File: src/rtl/calc_pkg.sv
// Shared definitions for the calculator operand interface: widths, op codes
// and the initiator state encoding.
package calc_pkg;

  localparam int DATA_W = 4;
  localparam int RES_W  = 5;

  localparam logic [1:0] OP_ADD = 2'b00;
  localparam logic [1:0] OP_SUB = 2'b01;
  localparam logic [1:0] OP_AND = 2'b10;
  localparam logic [1:0] OP_OR  = 2'b11;

  typedef enum logic [1:0] {
    IDLE  = 2'd0,
    ISSUE = 2'd1,
    RESP  = 2'd2
  } state_t;

endpackage

File: src/rtl/calc_cmd_initiator.sv
// Initiator for the 4-bit calculator: takes tagged commands, drives the
// calculator operands, waits for the result to settle and returns it with flags.
module calc_cmd_initiator
  import calc_pkg::*;
#(
  parameter int TAG_W  = 4,
  parameter int SETTLE = 1,
  parameter int CNT_W  = 8
) (
  input  logic              clk,
  input  logic              rst,
  input  logic              cmd_valid,
  output logic              cmd_ready,
  input  logic [DATA_W-1:0] cmd_a,
  input  logic [DATA_W-1:0] cmd_b,
  input  logic [1:0]        cmd_op,
  input  logic              cmd_use_acc,
  input  logic [TAG_W-1:0]  cmd_tag,
  output logic [DATA_W-1:0] calc_a,
  output logic [DATA_W-1:0] calc_b,
  output logic [1:0]        calc_op,
  input  logic [RES_W-1:0]  calc_result,
  output logic              rsp_valid,
  input  logic              rsp_ready,
  output logic [RES_W-1:0]  rsp_result,
  output logic [TAG_W-1:0]  rsp_tag,
  output logic              rsp_zero,
  output logic              rsp_cb,
  output logic              busy,
  output logic [CNT_W-1:0]  op_count
);

  if ((SETTLE < 1) || (SETTLE > 15)) begin : g_bad_settle
    $error("calc_cmd_initiator: SETTLE must be within 1..15");
  end

  // Loading SETTLE (not SETTLE-1) puts the capture edge SETTLE+1 edges after accept.
  localparam logic [3:0] SETTLE_LD = 4'(SETTLE);

  state_t              r_state;
  logic [3:0]          r_cnt;
  logic [DATA_W-1:0]   r_acc;
  logic [DATA_W-1:0]   r_calc_a;
  logic [DATA_W-1:0]   r_calc_b;
  logic [1:0]          r_calc_op;
  logic [TAG_W-1:0]    r_tag;
  logic                r_cmd_ready;
  logic                r_busy;
  logic                r_rsp_valid;
  logic [RES_W-1:0]    r_rsp_result;
  logic [TAG_W-1:0]    r_rsp_tag;
  logic                r_rsp_zero;
  logic                r_rsp_cb;
  logic [CNT_W-1:0]    r_op_count;
  logic                w_is_arith;

  assign w_is_arith = (r_calc_op == OP_ADD) || (r_calc_op == OP_SUB);

  always_ff @(posedge clk) begin
    if (rst) begin
      r_state      <= IDLE;
      r_cnt        <= '0;
      r_acc        <= '0;
      r_calc_a     <= '0;
      r_calc_b     <= '0;
      r_calc_op    <= '0;
      r_tag        <= '0;
      r_cmd_ready  <= 1'b1;
      r_busy       <= 1'b0;
      r_rsp_valid  <= 1'b0;
      r_rsp_result <= '0;
      r_rsp_tag    <= '0;
      r_rsp_zero   <= 1'b0;
      r_rsp_cb     <= 1'b0;
      r_op_count   <= '0;
    end else begin
      case (r_state)
        IDLE: begin
          if (cmd_valid) begin
            r_calc_a    <= cmd_use_acc ? r_acc : cmd_a;
            r_calc_b    <= cmd_b;
            r_calc_op   <= cmd_op;
            r_tag       <= cmd_tag;
            r_cnt       <= SETTLE_LD;
            r_cmd_ready <= 1'b0;
            r_busy      <= 1'b1;
            r_state     <= ISSUE;
          end
        end
        ISSUE: begin
          if (r_cnt == 4'd0) begin
            r_rsp_result <= calc_result;
            r_rsp_zero   <= (calc_result == '0);
            r_rsp_cb     <= w_is_arith & calc_result[RES_W-1];
            r_rsp_tag    <= r_tag;
            r_acc        <= calc_result[DATA_W-1:0];
            r_rsp_valid  <= 1'b1;
            r_state      <= RESP;
          end else begin
            r_cnt <= r_cnt - 4'd1;
          end
        end
        RESP: begin
          if (rsp_ready) begin
            r_rsp_valid <= 1'b0;
            if (r_op_count != {CNT_W{1'b1}}) begin
              r_op_count <= r_op_count + 1'b1;
            end
            r_cmd_ready <= 1'b1;
            r_busy      <= 1'b0;
            r_state     <= IDLE;
          end
        end
        default: begin
          r_state     <= IDLE;
          r_cmd_ready <= 1'b1;
          r_busy      <= 1'b0;
          r_rsp_valid <= 1'b0;
        end
      endcase
    end
  end

  assign cmd_ready  = r_cmd_ready;
  assign calc_a     = r_calc_a;
  assign calc_b     = r_calc_b;
  assign calc_op    = r_calc_op;
  assign rsp_valid  = r_rsp_valid;
  assign rsp_result = r_rsp_result;
  assign rsp_tag    = r_rsp_tag;
  assign rsp_zero   = r_rsp_zero;
  assign rsp_cb     = r_rsp_cb;
  assign busy       = r_busy;
  assign op_count   = r_op_count;

endmodule

File: config.mk
export PLATFORM = sky130hd
export DESIGN_NAME = calc_cmd_initiator
export DESIGN_NICKNAME = d
export VERILOG_FILES = /design/src/rtl/calc_pkg.sv /design/src/rtl/calc_cmd_initiator.sv
export SDC_FILE = /design/constraint.sdc
export NUM_CORES = 1
export LEC_CHECK = 0
export BUFFER_PORTS_ARGS = -buffer_cell sky130_fd_sc_hd__buf_2
export CAP_MARGIN = 30
export CORE_UTILIZATION = 48
export CTS_BUF_LIST = sky130_fd_sc_hd__clkbuf_8
export CTS_CLUSTER_DIAMETER = 100
export DETAILED_ROUTE_END_ITERATION = 16
export GPL_TIMING_DRIVEN = 0
export PLACE_DENSITY = 0.86
export REMOVE_ABC_BUFFERS = 1
export SLEW_MARGIN = 30
export SYNTH_ARGS = -nofsm -noshare
export SYNTH_HDL_FRONTEND = slang
export SYNTH_SLANG_ARGS = --single-unit
File: constraint.sdc
create_clock -name clk -period 2.08 [get_ports clk]
set_input_delay 0.416 -clock clk [delete_from_list [all_inputs] [get_ports clk]]
set_output_delay 0.416 -clock clk [all_outputs]
set_load 0.01 [all_outputs]
==> results.py <==
metrics = {
    "floorplan": {
        "die_h_microns": 62.7,
        "num_rows": 21,
        "die-width_microns": 62.7,
        "fp.coreArea_sq_um": 3440,
        "io_pins": 56,
        "initial_core_util_pct": 51.4,
        "die-area_sq_um": 3930,
    },
    "logic_synthesis": {
        "muxShareOfSynthArea_pct": 3.47,
        "synth_top_family_by_area": "simple AND/OR/NAND/NOR gates",
        "synth_cell_types": 38,
        "synth_area_leaders": "dfxtp_1 48%, nand2_1 8.3%, a21oi_1 8.2%",
        "syn_inst": 208,
        "async_flop_share_pct": 0,
        "syn_area_sq_um": 1770,
        "synthAdderAreaFrac_pct": 1.41,
        "ys.flop_type": "dfxtp_1",
        "post_synth.cell_area_avg_sq_um": 8.51,
        "synth_edf_count": 0,
        "synth_top_area_share_pct": 47.5,
        "yosysTopAreaCell": "dfxtp_1",
        "ys_warn_count": 0,
        "synth-xor-area-share_pct": 1.98,
        "synthMostInstantiatedCell": "dfxtp_1",
        "synthTopCellsByCount": "42 x dfxtp_1, 39 x nand2_1, 29 x a21oi_1",
        "synth_compound_area_share_pct": 15.1,
        "seq_area_frac_synth_pct": 47.5,
        "synth-simple-area-share_pct": 26.4,
        "synth-seq-cells": 42,
    },
    "global_route": {
        "gr-usage-all-layers_pct": 20.2,
        "grt_pass1_wl_mm": 6.34,
        "overflow": 0,
        "grt_max_degree": 43,
        "antenna_found_initial": 0,
        "grt_pass1_vias": 1500,
    },
    "sta": {
        "post-route-period-util_pct": 80.7,
        "finalHoldViolations": 0,
        "drv_slew": 0,
        "period_needed_ns": 1.68,
        "fmax_mhz": 595,
        "rsz0062_at_grt": "false",
        "max_slew_margin_pct": 44.9,
        "worst_pin_slew_ns": 0.825,
        "layout_setup_ws_ns": 0.400,
        "setup_violations": 0,
        "clock_skew_ns": 0.00573,
        "holdWs_ns": 0.352,
    },
    "power": {
        "p_sw_share_pct": 28.7,
        "ir_drop_v": 0.000657,
        "seqPwrFrac_pct": 50.8,
        "p_int_uw": 1280,
        "p_switching_uw": 514,
        "comb_power_share_pct": 18.7,
        "powerDensity_nw_per_um2": 829,
        "leakage_uw": 0.000944,
        "power_frac_clock_pct": 30.5,
        "power_uw": 1790,
    },
    "final_layout": {
        "layout.nets": 284,
        "syn2layout_area_growth_pct": 22.1,
        "utilization_pct": 62.8,
        "multiInputGateArea_sq_um": 866,
        "fillerInstances": 323,
        "antenna_cells": 0,
        "register_area_sq_um": 841,
        "drive_above_1_share_pct": 28.6,
        "fin_area_sq_um": 2160,
    },
    "worst_setup_path": {
        "worstSetupStartpoint": "r_cnt[0]$_SDFFE_PP0P_",
        "rr_endpoint": "rsp_zero$_SDFFE_PP0P_",
        "reg2reg_slack_ns": 0.40,
        "required_ns": 2.31,
        "arrival_ns": 1.90,
        "reg2reg_from": "r_cnt[0]$_SDFFE_PP0P_",
        "endpoint_kind": "flip-flop",
        "critPathMaxFanout": 13,
        "critPathLaunchType": "flip-flop",
        "crit_type": "flip-flop to flip-flop",
        "r2r_cells": 6,
    },
    "worst_hold_path": {
        "hold_path_class": "input pin to flip-flop",
        "hp-start": "cmd_tag[0]",
        "min_to": "r_tag[0]$_SDFFE_PP0P_",
        "hold_depth": 3,
    },
    "cts": {
        "clock-root-buffer": "clkbuf_8",
        "cts_tree": "built",
        "postCtsHoldBufs": 0,
        "cts_buffers": 5,
        "path_clk_slew_ns": 0.08,
        "cts.sinks": 42,
        "clockBufferDepth": 2,
        "clock_latency_ns": 0.30,
        "cts_max_level": 2,
    },
    "placed_design": {
        "dp_hpwl_mm": 2.51,
        "port-buffer-count": 55,
        "place_ws_ns": -0.252,
        "placed_area_sq_um": 2040,
        "gp_congestion": 0.774,
    },
    "status": {
        "status": "finished clean",
    },
    "routing": {
        "drt_iter0_markers": 97,
        "wl_per_cell_microns": 12.1,
        "first_pass_iters": 5,
        "viasPerCell": 5.34,
        "wl_mm": 3.71,
        "ant_nets": 0,
        "drc": 0,
        "vias": 1630,
    },
    "run": {
        "maxCapViolCount": 0,
    },
}
timing repair:
action | in CTS | in global routing
endpoints found under the setup margin | 11 | 1
gates resized for setup | 2 | 0
buffers inserted | 0 | 2
flip-flops by register name (all words and copies together), names as in the netlist:
name / cells
calc_a: 4
op_count: 8
rsp_result: 2
rsp_zero: 1
calc_op: 2
calc_b: 4
rsp_cb: 1
r_tag: 4
r_state: 2
rsp_tag: 4
cmd_ready: 1
rsp_valid: 1
r_acc: 3
busy: 1
r_cnt: 4
cell usage in the layout, fill, tap and decap left out, types with 5 or more instances in the layout:
cell | Yosys | final
nand3_1 | 14 | 14
a21oi_1 | 29 | 29
nor2_1 | 16 | 15
mux2i_1 | 5 | 5
clkbuf_8 | 0 | 6
buf_2 | 5 | 55
a211oi_1 | 5 | 5
nor3_1 | 7 | 7
dfxtp_1 | 42 | 42
nand2_1 | 39 | 38
per-layer routing:
layer  GRT usage [%]  wire, microns  vias up
li1                -              -      824
met1            23.8           1640      745
met2            35.1           1820       57
met3            5.47            213        4
met4            6.98             30        0
met5               0              0        -
stage by stage:
stage	std cells	TNS, ns
after floorplan	194	0
after global placement	295	-0.236
after detailed placement	295	-0.316
after CTS	303	0
after global routing	305	0
final	305	0
power by group through the flow:
stage | Clock [uW] | Sequential, uW | Combinational (uW)
5_1_grt | 583 | 919 | 373
3_5_place_dp | 0 | 927 | 315
6_report | 547 | 909 | 335
3_3_place_gp | 0 | 923 | 308
2_1_floorplan | 0 | 941 | 175
4_1_cts | 558 | 909 | 323
layout make-up:
cell class | count | area share, %
repair buffers | 57 | 13.4
multi-input cells | 149 | 40.1
well taps | 46 | 2.66
clock buffers | 6 | 3.82
clock inverters | 2 | 0.579
flip-flops and latches | 42 | 38.9
inverters | 3 | 0.521
worst max-delay path by stage:
stage | end | slack, ns | depth (start not counted)
after floorplan | rsp_zero$_SDFFE_PP0P_ | 0.19 | 6
after global placement | rsp_zero$_SDFFE_PP0P_ | -0.24 | 6
after detailed placement | rsp_zero$_SDFFE_PP0P_ | -0.25 | 6
after CTS | rsp_zero$_SDFFE_PP0P_ | 0.09 | 6
after global routing | rsp_zero$_SDFFE_PP0P_ | 0.25 | 4
final | rsp_zero$_SDFFE_PP0P_ | 0.40 | 6
critical path, stage by stage (launching register included):
cell and delay (ns):
dfxtp_1 0.33, inv_1 0.07, ha_1 0.19, nor3b_4 0.29, nand2_2 0.22, or3_1 0.39, a21oi_1 0.11
kinds of logic after synthesis:
logic type	Yosys count
and+or+nand+nor	94
AOI/OAI and AO/OA	43
DFF	42
buffers and inverters	17
muxes	6
xor gates and xnor gates	4
adders and majority gates	2
(Power assumes the default switching activity.)
